==> src/rtl/pe_edge_seq.sv <==
// Array-edge sequencer for one border PE: pulls K operand pairs, drives the PE
// serial control set and returns the accumulated sum on a valid/ready port.
module pe_edge_seq #(
  parameter int unsigned IWIDTH = 16,
  parameter int unsigned IDEPTH = 4,
  parameter int unsigned OWIDTH = 32,
  parameter int unsigned KWIDTH = 8,
  parameter int unsigned LAT    = 3
) (
  input  logic              clk,
  input  logic              rst_n,
  input  logic              start,
  input  logic [KWIDTH-1:0] k_len,
  output logic              busy,
  output logic              done,
  input  logic              in_valid,
  output logic              in_ready,
  input  logic [IWIDTH-1:0] in_ifm,
  input  logic [IWIDTH-1:0] in_wght,
  output logic [IDEPTH-1:0] idx,
  output logic              mac_done,
  output logic              en_i,
  output logic              clr_i,
  output logic              en_w,
  output logic              clr_w,
  output logic              en_o,
  output logic              clr_o,
  output logic [IWIDTH-1:0] ifm,
  output logic [IWIDTH-1:0] wght,
  output logic [OWIDTH-1:0] ofm,
  input  logic [OWIDTH-1:0] ofm_d,
  output logic              res_valid,
  input  logic              res_ready,
  output logic [OWIDTH-1:0] res_data
);

  localparam int unsigned       DCW       = (LAT > 1) ? $clog2(LAT) : 1;
  localparam logic [IDEPTH-1:0] IDX_LAST  = '1;
  localparam logic [DCW-1:0]    DCNT_LAST = DCW'(LAT - 1);

  typedef enum logic [2:0] {
    S_IDLE  = 3'd0,
    S_CLR   = 3'd1,
    S_LOAD  = 3'd2,
    S_RUN   = 3'd3,
    S_DRAIN = 3'd4,
    S_OUT   = 3'd5
  } state_t;

  state_t            state_q, state_n;
  logic [KWIDTH-1:0] rem_q, rem_n;
  logic [DCW-1:0]    dcnt_q, dcnt_n;
  logic [IDEPTH-1:0] idx_n;

  // Transition events shared between next-state and output logic
  logic take, cap, fin, zero_job;

  logic              busy_n, done_n, in_ready_n, mac_done_n;
  logic              en_i_n, en_w_n, en_o_n, clr_n, res_valid_n;
  logic [IWIDTH-1:0] ifm_n, wght_n;
  logic [OWIDTH-1:0] res_data_n;

  // Border PE has no upstream partial sum
  assign ofm = '0;

  // State, counters and registered outputs
  always_ff @(posedge clk or negedge rst_n) begin
    if (!rst_n) begin
      state_q   <= S_IDLE;
      rem_q     <= '0;
      dcnt_q    <= '0;
      busy      <= 1'b0;
      done      <= 1'b0;
      in_ready  <= 1'b0;
      idx       <= '0;
      mac_done  <= 1'b0;
      en_i      <= 1'b0;
      en_w      <= 1'b0;
      en_o      <= 1'b0;
      clr_i     <= 1'b0;
      clr_w     <= 1'b0;
      clr_o     <= 1'b0;
      ifm       <= '0;
      wght      <= '0;
      res_valid <= 1'b0;
      res_data  <= '0;
    end else begin
      state_q   <= state_n;
      rem_q     <= rem_n;
      dcnt_q    <= dcnt_n;
      busy      <= busy_n;
      done      <= done_n;
      in_ready  <= in_ready_n;
      idx       <= idx_n;
      mac_done  <= mac_done_n;
      en_i      <= en_i_n;
      en_w      <= en_w_n;
      en_o      <= en_o_n;
      clr_i     <= clr_n;
      clr_w     <= clr_n;
      clr_o     <= clr_n;
      ifm       <= ifm_n;
      wght      <= wght_n;
      res_valid <= res_valid_n;
      res_data  <= res_data_n;
    end
  end

  // Next state, counters and transition events
  always_comb begin
    state_n  = state_q;
    rem_n    = rem_q;
    dcnt_n   = dcnt_q;
    idx_n    = idx;
    take     = 1'b0;
    cap      = 1'b0;
    fin      = 1'b0;
    zero_job = 1'b0;
    case (state_q)
      S_IDLE: begin
        if (start) begin
          if (k_len != '0) begin
            rem_n   = k_len;
            state_n = S_CLR;
          end else begin
            zero_job = 1'b1;
          end
        end
      end
      S_CLR: state_n = S_LOAD;
      S_LOAD: begin
        if (in_valid && in_ready) begin
          take    = 1'b1;
          rem_n   = rem_q - KWIDTH'(1);
          idx_n   = '0;
          state_n = S_RUN;
        end
      end
      S_RUN: begin
        if (idx == IDX_LAST) begin
          dcnt_n  = '0;
          state_n = (rem_q != '0) ? S_LOAD : S_DRAIN;
        end else begin
          idx_n = idx + IDEPTH'(1);
        end
      end
      S_DRAIN: begin
        if (dcnt_q == DCNT_LAST) begin
          cap     = 1'b1;
          state_n = S_OUT;
        end else begin
          dcnt_n = dcnt_q + DCW'(1);
        end
      end
      S_OUT: begin
        if (res_valid && res_ready) begin
          fin     = 1'b1;
          state_n = S_IDLE;
        end
      end
      default: state_n = S_IDLE;
    endcase
  end

  // Output values for the coming cycle, derived from the chosen transition
  always_comb begin
    busy_n      = (state_n != S_IDLE);
    done_n      = zero_job | fin;
    in_ready_n  = (state_n == S_LOAD);
    clr_n       = (state_n == S_CLR);
    en_i_n      = take;
    en_w_n      = take;
    en_o_n      = (state_n == S_RUN);
    mac_done_n  = (state_n == S_RUN) && (idx_n == IDX_LAST) && (rem_n == '0);
    ifm_n       = take ? in_ifm : ifm;
    wght_n      = take ? in_wght : wght;
    res_valid_n = (state_n == S_OUT);
    res_data_n  = cap ? ofm_d : res_data;
  end

endmodule
==> config.mk <==
export PLATFORM = sky130hd
export DESIGN_NAME = pe_edge_seq
export DESIGN_NICKNAME = d
export VERILOG_FILES = /design/src/rtl/pe_edge_seq.sv
export SDC_FILE = /design/constraint.sdc
export NUM_CORES = 1
export LEC_CHECK = 0
export ABC_AREA = 1
export CORE_AREA = 2 2 71 140
export CTS_BUF_LIST = sky130_fd_sc_hd__clkbuf_4
export DETAILED_ROUTE_END_ITERATION = 12
export DIE_AREA = 0 0 73 142
export PLACE_DENSITY = 0.81
export SLEW_MARGIN = 30
export SYNTH_ARGS = -nofsm -noshare
export SYNTH_HDL_FRONTEND = slang
export SYNTH_SLANG_ARGS = --single-unit
==> constraint.sdc <==
create_clock -name clk -period 3.5 [get_ports clk]
set_input_delay 0.7 -clock clk [delete_from_list [all_inputs] [get_ports clk]]
set_output_delay 0.7 -clock clk [all_outputs]
set_load 0.1 [all_outputs]
==> flow_summary.json, run 1 <==
{
  "status": "complete, no violations",
  "h-tree-depth": 3,
  "antenna_found_initial": 1,
  "worst_hold_slack_ns": 0.0874,
  "maxSlewViolCount": 0,
  "cts_num_sinks": 89,
  "numCtsBuffers": 9,
  "final_util_pct": 62.3,
  "finClkSkew_ns": 0.0232,
  "ir_worst_vdd_v": 0.000496,
  "finalSetupTns_ns": 0,
  "routed_via_density": 4.72,
  "synth_edf_count": 0,
  "criticalPathCategory": "flip-flop to output pin",
  "slew_headroom_pct": 31.7,
  "synth_area_leaders": "dfrtp_1 54%, nand2_1 22%, buf_4 6.5%",
  "syn_inst": 517,
  "vias": 3685,
  "synth_most_common_cell": "nand2_1",
  "critPathBufInv": 1,
  "maxCapViolCount": 0,
  "grt-ovfl-total": 0,
  "drt_iter0_drc": 171,
  "nFillCells": 833,
  "synthArstFlopShare_pct": 100,
  "coreArea_um2": 9320,
  "rows": 50,
  "cp_cell_sequence": "clkdlybuf4s50_1",
  "dieWidth_um": 73,
  "arrival_ns": 2.06,
  "cts-hold-fix-buffers": 0,
  "rsz0062_at_grt": "no",
  "post_cts_buffers": 0,
  "io_buffer_count": 155,
  "synth-seq-area-share_pct": 53.8,
  "cts_tree": "done",
  "cpLargestDelayFamily": "buffers and inverters",
  "finalNetCount": 751,
  "grt_max_degree": 71,
  "crit_required_ns": 2.80,
  "dp_hpwl_um": 8390,
  "cts_buffer_depth": 2,
  "synth.cell_area_um2": 4140,
  "tightestPinTransition_ns": 1.02,
  "cp_slowest_cell": "clkdlybuf4s50_1",
  "cp_slowest_stage_delay_ns": 1.17,
  "synth_largest_area_cell": "dfrtp_1",
  "clkTransAtPathRegs_ns": 0.17,
  "synth.distinct_cells": 27,
  "antenna_left": 0,
  "io_pins": 188,
  "synth_seq_cells": 89,
  "fin_crit_ns": 2.76,
  "gp_congestion": 0.987,
  "dominantRegCellSynth": "dfrtp_1",
  "cp_max_fo": 5,
  "startpoint_type": "flip-flop",
  "grt_pass1_vias": 3620,
  "wl_per_cell_um": 13.8,
  "grt_pass1_wl_um": 17300,
  "final_area_um2": 5810,
  "initial_utilization_pct": 44.4,
  "p_leak_uw": 0.00286,
  "synth_top_area_share_pct": 53.8,
  "syn_avg_cell_area_um2": 8.01,
  "cts-root-buf": "clkbuf_4",
  "routed_wl_um": 10800,
  "seq_area_um2": 2230,
  "die-area_um2": 10400,
  "hold_viol_final": 0,
  "drive_above_1_share_pct": 6.51,
  "drtPass1Iterations": 6,
  "ctsResizeCount": 0,
  "syn2layout_area_growth_pct": 40.3,
  "power_density_nw_per_um2": 884,
  "place_area_um2": 5630,
  "drc": 0,
  "multi_input_area_um2": 1530,
  "die_h_um": 142,
  "clk_latency_ns": 0.46,
  "endpoint_kind": "output pin",
  "grt_usage_pct": 21.7,
  "max_freq_mhz": 362,
  "period_share_pct": 78.9,
  "setup_viol": 0,
  "yosysWarnings": 0,
  "worstHoldPathType": "primary input to asynchronous set/reset pin",
  "synth_commonest_cells": "246 x nand2_1, 89 x dfrtp_1, 38 x inv_1"
}
-- registers in the layout, indices dropped and copies added, names as in the netlist, 2 cells and up --
signal,count
rem_q,8
res_data,32
idx,4
state_q,3
wght,16
ifm,16
dcnt_q,2
-- cell families (layout without fill, tap and decap cells) --
logic type	count (synthesis)	after routing	synth area share, %
fa+ha+maj	3	3	0.907
compound gates	19	19	2.54
simple gates	311	311	30.5
flops	89	89	53.8
other cells	1	33	0.0906
buf+inv	94	222	12.2
-- routing by layer --
metal / part of all wire, % / vias to the layer above / track usage [%] / wire [um]
li1: - / 1807 / - / -
met1: 36 / 1719 / 23.1 / 3830
met2: 57 / 136 / 39.8 / 6150
met3: 5.0 / 23 / 4.53 / 542
met4: 2.3 / 0 / 9.26 / 246
met5: 0 / - / 0 / 0
-- area by class of cell --
type | count | area share, %
flip-flops and latches | 89 | 38.4
repair buffers | 161 | 27.6
multi-input cells | 365 | 26.3
inverters | 45 | 2.95
well taps | 104 | 2.24
clock inverters | 7 | 1.34
clock buffers | 9 | 1.16
diodes | 1 | 0.0431
-- metrics by stage --
step	power (uW)	cells	setup slack, ns
finish	5130	781	0.737
global route	5370	781	0.652
CTS	5150	779	0.713
detailed placement	4560	763	0.936
global placement	4520	763	0.979
floorplan	3820	548	1.21
-- path summary, 6_finish.rpt --
path | start | to | slack (ns) | cells after the start
max | idx[3] | idx[3] | 0.74 | 1
max in group asynchronous | rst_n | rem_q[1] | 2.64 | 3
min in group clk | res_data[1] | res_data[1] | 0.49 | 2
max reg2reg | state_q[1] | res_data[19] | 1.63 | 10
min reg2reg | res_data[1] | res_data[1] | 0.49 | 2
min | rst_n | wght[1] | 0.09 | 1
-- layout by cell type (no fill, tap or decap), types with 3 or more instances in the layout --
master           synthesis  final
o21ai_0                  9      9
ha_1                     3      3
nor2_2                   4      5
nand2_1                246    246
conb_1                   1     32
inv_1                   38     38
nor2_1                  28     27
nor3_1                   3      3
nand2_2                  3      3
clkbuf_4                 0      9
nand3_1                 22     22
dfrtp_1                 89     89
clkdlybuf4s50_1          0    150
inv_2                    5      5
a21oi_1                  4      4
buf_4                   36     10
-- where the power goes --
part	switching (uW)	internal [uW]	leakage, uW
Combinational	2400	654	0.00178
Clock	373	227	0.0000826
Sequential	187	1290	0.000998
Total	2960	2170	0.00286
Note: power is estimated with default switching activity, not from simulation.
==> run 2: changes to the inputs <==
CORE_AREA = 2 2 76 151   (was 2 2 71 140)
DIE_AREA = 0 0 78 153   (was 0 0 73 142)
PLACE_DENSITY = 0.74   (was 0.81)
clock period = 2.5 ns   (was 3.5 ns; I/O delays follow)
==> run 2 against run 1 <==
Compared with the run above: clock power rose by 35%; die area rose by 15%; combinational power is 36% higher; utilization is 10 points lower; largest cell class unchanged; largest power group unchanged.
==> flow_summary.json, run 2 (synthesis results as in run 1) <==
{
  "crit_required_ns": 2.87,
  "status": "complete, no violations",
  "criticalPathCategory": "flip-flop to flip-flop",
  "antenna_found_initial": 1,
  "clkTransAtPathRegs_ns": 0.13,
  "crit_top_cell": "nand2_1",
  "cp_max_fo": 4,
  "rows": 54,
  "power_density_nw_per_um2": 1250,
  "nFillCells": 1069,
  "drt_iter0_drc": 120,
  "grt-ovfl-total": 0,
  "die_h_um": 153,
  "period_share_pct": 70.6,
  "layout_common_cells": "246 x nand2_1, 89 x dfrtp_1, 84 x buf_4",
  "finalNetCount": 751,
  "grt_pass1_wl_um": 17600,
  "multi_input_area_um2": 1530,
  "initial_utilization_pct": 38.3,
  "cts-root-buf": "clkbuf_4",
  "slew_headroom_pct": 64.2,
  "ctsResizeCount": 0,
  "drive_above_1_share_pct": 17.3,
  "maxSlewViolCount": 0,
  "clk_latency_ns": 0.43,
  "numCtsBuffers": 9,
  "dp_hpwl_um": 8580,
  "cts_tree": "done",
  "die-area_um2": 11900,
  "dieWidth_um": 78,
  "io_buffer_count": 155,
  "h-tree-depth": 3,
  "syn2layout_area_growth_pct": 36.6,
  "antenna_left": 0,
  "gp_congestion": 0.959,
  "max_flop_register": "res_data",
  "post_cts_buffers": 0,
  "cts_num_sinks": 89,
  "coreArea_um2": 10800,
  "largest_register_ffs": 32,
  "cts-hold-fix-buffers": 1,
  "cp_slowest_cell": "dfrtp_1",
  "cp_cell_sequence": "nor2_2, nand2_1, nor2_2, nand2_1, nand3_1, nand2_1, nor2_1, nand2_1, nor2_1, nand3_1, nor2_1",
  "worst_hold_slack_ns": 0.486,
  "reg.largest.list": "res_data x32, ifm x16, wght x16",
  "routed_via_density": 4.56,
  "drc": 0,
  "hold_viol_final": 0,
  "fin_ws_ns": 0.736,
  "seq_area_um2": 2230,
  "grt_max_degree": 50,
  "routed_wl_um": 10900,
  "grt_pass1_vias": 3762,
  "worstHoldPathType": "flip-flop to flip-flop",
  "p_leak_uw": 0.00290,
  "cts_buffer_depth": 2,
  "dp_slack_ns": 0.344,
  "rsz0062_at_grt": "no",
  "io_pins": 188,
  "endpoint_kind": "flip-flop",
  "startpoint_type": "flip-flop",
  "max_freq_mhz": 567,
  "wl_per_cell_um": 13.4,
  "maxCapViolCount": 0,
  "final_common_cell": "nand2_1",
  "tightestPinTransition_ns": 0.537,
  "drtPass1Iterations": 6,
  "cp_slowest_stage_delay_ns": 0.47,
  "grt_usage_pct": 18.8,
  "vias": 3726,
  "finalSetupTns_ns": 0,
  "setup_viol": 0,
  "arrival_ns": 2.13,
  "finClkSkew_ns": 0.0221,
  "fin_crit_ns": 1.76,
  "ir_worst_vdd_v": 0.000705
}
## run 2: cell types whose count changed in the layout (fill, tap and decap cells not counted), moves of 2 or more
cell	change
buf_4	+74
clkinvlp_4	+2
clkdlybuf4s50_1	-75
clkinv_2	-2
## run 2: where the power goes
| part | total (uW) | internal [uW] | switching [uW] |
|---|---|---|---|
| Combinational | 4160 | 817 | 3350 |
| Clock | 809 | 320 | 489 |
| Sequential | 2080 | 1810 | 267 |
## run 2: layout make-up
cell class / instances / area share [%]
repair buffers: 161 / 25.0
diodes: 1 / 0.0442
flip-flops and latches: 89 / 39.4
clock buffers: 10 / 1.33
inverters: 45 / 3.03
well taps: 140 / 3.10
multi-input cells: 365 / 27.0
clock inverters: 6 / 1.17
## run 2: stage by stage
step / area [um^2] / utilization, % / std cells / power (uW)
global placement: 5500 / 50.9 / 799 / 6230
finish: 5660 / 52.3 / 817 / 7050
detailed placement: 5500 / 50.9 / 799 / 6280
CTS: 5650 / 52.3 / 816 / 7120
global route: 5660 / 52.3 / 817 / 7410
floorplan: 4260 / - / 548 / 5340
## run 2: worst max-delay path, delay by kind of cell, from the launching register on
family	cells	cell delay, ns
flip-flops	1	0.47
AND/OR/NAND/NOR	11	1.26
## run 2: routing by layer
layer  track usage, %  wire, um  vias to the layer above
met5                0         0                        -
met2             35.1      6190                      166
met1             18.8      3710                     1719
met4             10.2       465                        0
li1                 -         -                     1807
met3             3.90       575                       34
## run 2: worst paths after layout
check	to	slack (ns)	start	cells after the start
setup / recovery	mac_done	0.74	state_q[2]	11
hold / removal	res_data[14]	0.49	res_data[14]	2
setup reg to reg	mac_done	0.74	state_q[2]	11
hold reg to reg	res_data[14]	0.49	res_data[14]	2
max in group asynchronous	res_data[15]	1.26	rst_n	3
min in group asynchronous	res_data[7]	0.56	rst_n	2
==> run 3: changes to the inputs <==
clock period = 1.5 ns   (was 2.5 ns; I/O delays follow)
==> run 3 against run 2 <==
Compared with the run above: the run now ends with setup timing left; critical path depth did not move; maximum frequency up 11%; power up 110%; clock skew up 0.0010 ns; clock power rose by 66%; sequential cell count did not move; count of clock-buffer cells in the layout increased by 1; largest power group unchanged.
==> flow_summary.json, run 3 (synthesis results as in run 1) <==
{
  "status": "complete, but fails checks",
  "violations": "setup timing",
  "clk_latency_ns": 0.44,
  "cts-root-buf": "clkbuf_4",
  "vias": 3990,
  "wl_per_cell_um": 14.6,
  "numCtsBuffers": 9,
  "gp_congestion": 1.03,
  "dp_hpwl_um": 9850,
  "arrival_ns": 1.92,
  "crit_top_cell": "nand3_1",
  "antenna_left": 0,
  "crit_required_ns": 1.83,
  "dp_slack_ns": -0.429,
  "cp_slowest_cell": "dfrtp_1",
  "largest_register_ffs": 32,
  "die-area_um2": 11900,
  "cts_buffer_depth": 2,
  "layout_common_cells": "234 x nand2_1, 83 x buf_12, 80 x dfrtp_1",
  "criticalPathCategory": "flip-flop to flip-flop",
  "max_freq_mhz": 631,
  "drc": 0,
  "maxSlewViolCount": 0,
  "fin_crit_ns": 1.58,
  "setup_viol": 6,
  "finClkSkew_ns": 0.0231,
  "ir_worst_vdd_v": 0.00149,
  "h-tree-depth": 3,
  "cp_max_fo": 4,
  "hold_viol_final": 0,
  "io_buffer_count": 155,
  "hold_depth": 3,
  "min_to": "ifm[15]",
  "grt_pass1_vias": 4263,
  "startpoint_type": "flip-flop",
  "grt_pass1_wl_um": 20000,
  "rsz0062_at_grt": "yes",
  "p_leak_uw": 0.00361,
  "initial_utilization_pct": 38.3,
  "switchingPower_uw": 7670,
  "worst_hold_slack_ns": 0.385,
  "clkTransAtPathRegs_ns": 0.15,
  "hp-start": "in_ifm[15]",
  "coreArea_um2": 10800,
  "routed_wl_um": 12700,
  "rows": 54,
  "power_frac_clock_pct": 9.1,
  "switching_share_pct": 52.0,
  "drive_above_1_share_pct": 30.5,
  "die_h_um": 153,
  "r2r_end": "mac_done",
  "cp_slowest_stage_delay_ns": 0.45,
  "reg.largest.list": "res_data x32, ifm x16, wght x16",
  "internal-power_uw": 7070,
  "grt_usage_pct": 21.5,
  "grt_max_degree": 90,
  "dieWidth_um": 78,
  "antenna_found_initial": 1,
  "worstHoldPathType": "primary input to flip-flop",
  "reg2reg_from": "state_q[2]",
  "maxCapViolCount": 0,
  "cp_cell_sequence": "inv_2, nand2_4, nor2_8, buf_4, nand3_1, nand3_1, nand2_1, nand2_1, nor2_1, nand3_1, nor2_1",
  "power_density_nw_per_um2": 2000,
  "fin_ws_ns": -0.0838,
  "period_share_pct": 106,
  "routed_via_density": 4.58,
  "max_flop_register": "res_data",
  "finalNetCount": 805,
  "drt_iter0_drc": 159,
  "syn2layout_area_growth_pct": 78.2,
  "reg2reg_depth": 11,
  "grt-ovfl-total": 0,
  "rrSetupSlack_ns": -0.08,
  "pwr-share-seq_pct": 25.6,
  "endpoint_kind": "flip-flop",
  "io_pins": 188,
  "drtPass1Iterations": 4,
  "comb_power_share_pct": 65.3,
  "cts_tree": "done",
  "cts_num_sinks": 89,
  "final_common_cell": "nand2_1"
}
-- run 3: metal layers --
layer,up-vias,routed length (um),global-route usage [%]
met5,-,0,0
met4,0,602,14.5
met3,38,749,5.67
met2,158,7440,40.6
met1,1873,3900,19.1
li1,1921,-,-
-- run 3: power groups by stage --
stage          registers (uW)  logic [uW]  clock network [uW]
2_1_floorplan            7190        1800                   0
3_3_place_gp             3710        8920                   0
5_1_grt                  3830       10000                1480
4_1_cts                  3720        9420                1390
3_5_place_dp             3750        9020                   0
6_report                 3770        9620                1340
-- run 3: layout make-up --
cell class | count | area, um^2
tap | 140 | 175
inverter | 45 | 179
clock inverter | 5 | 56.3
fill | 792 | 3430
timing repair buffer | 215 | 2890
sequential | 89 | 2250
antenna | 1 | 2.50
clock buffer | 11 | 82.6
multi-input combinational | 365 | 1750
-- run 3: through the flow --
step                total power, uW  setup TNS (ns)  area [um^2]  util [%]  instances
finish                        14700          -0.258         7380      68.2        871
global route                  15300           -1.22         7380      68.2        871
CTS                           14500          -0.407         7180      66.5        864
detailed placement            12800          -12.38         6870      63.5        842
global placement              12600          -11.74         6870      63.5        842
floorplan                      8990          -0.430         4300         -        548
-- run 3: how the worst max path moves through the flow --
stage	startpoint	end	cells after the start
2_1_floorplan	idx[0]	mac_done	13
3_3_place_gp	in_valid	mac_done	10
3_5_place_dp	k_len[4]	mac_done	11
4_1_cts	idx[0]	mac_done	12
5_1_grt	idx[0]	mac_done	12
6_report	state_q[2]	mac_done	11
-- run 3: critical path, delay by kind of cell (launching register included) --
kind | cells | cell delay (ns)
AND/OR/NAND/NOR | 9 | 0.75
buffers and inverters | 2 | 0.29
flip-flops | 1 | 0.45
-- run 3: what timing repair did --
item	4_1_cts	5_1_grt
resized for setup	41	36
endpoints found under the setup margin	52	82
gates cloned	0	1
hold endpoints to repair	89	0
buffers inserted	6	5
pin swaps	13	22
hold buffers	1	0
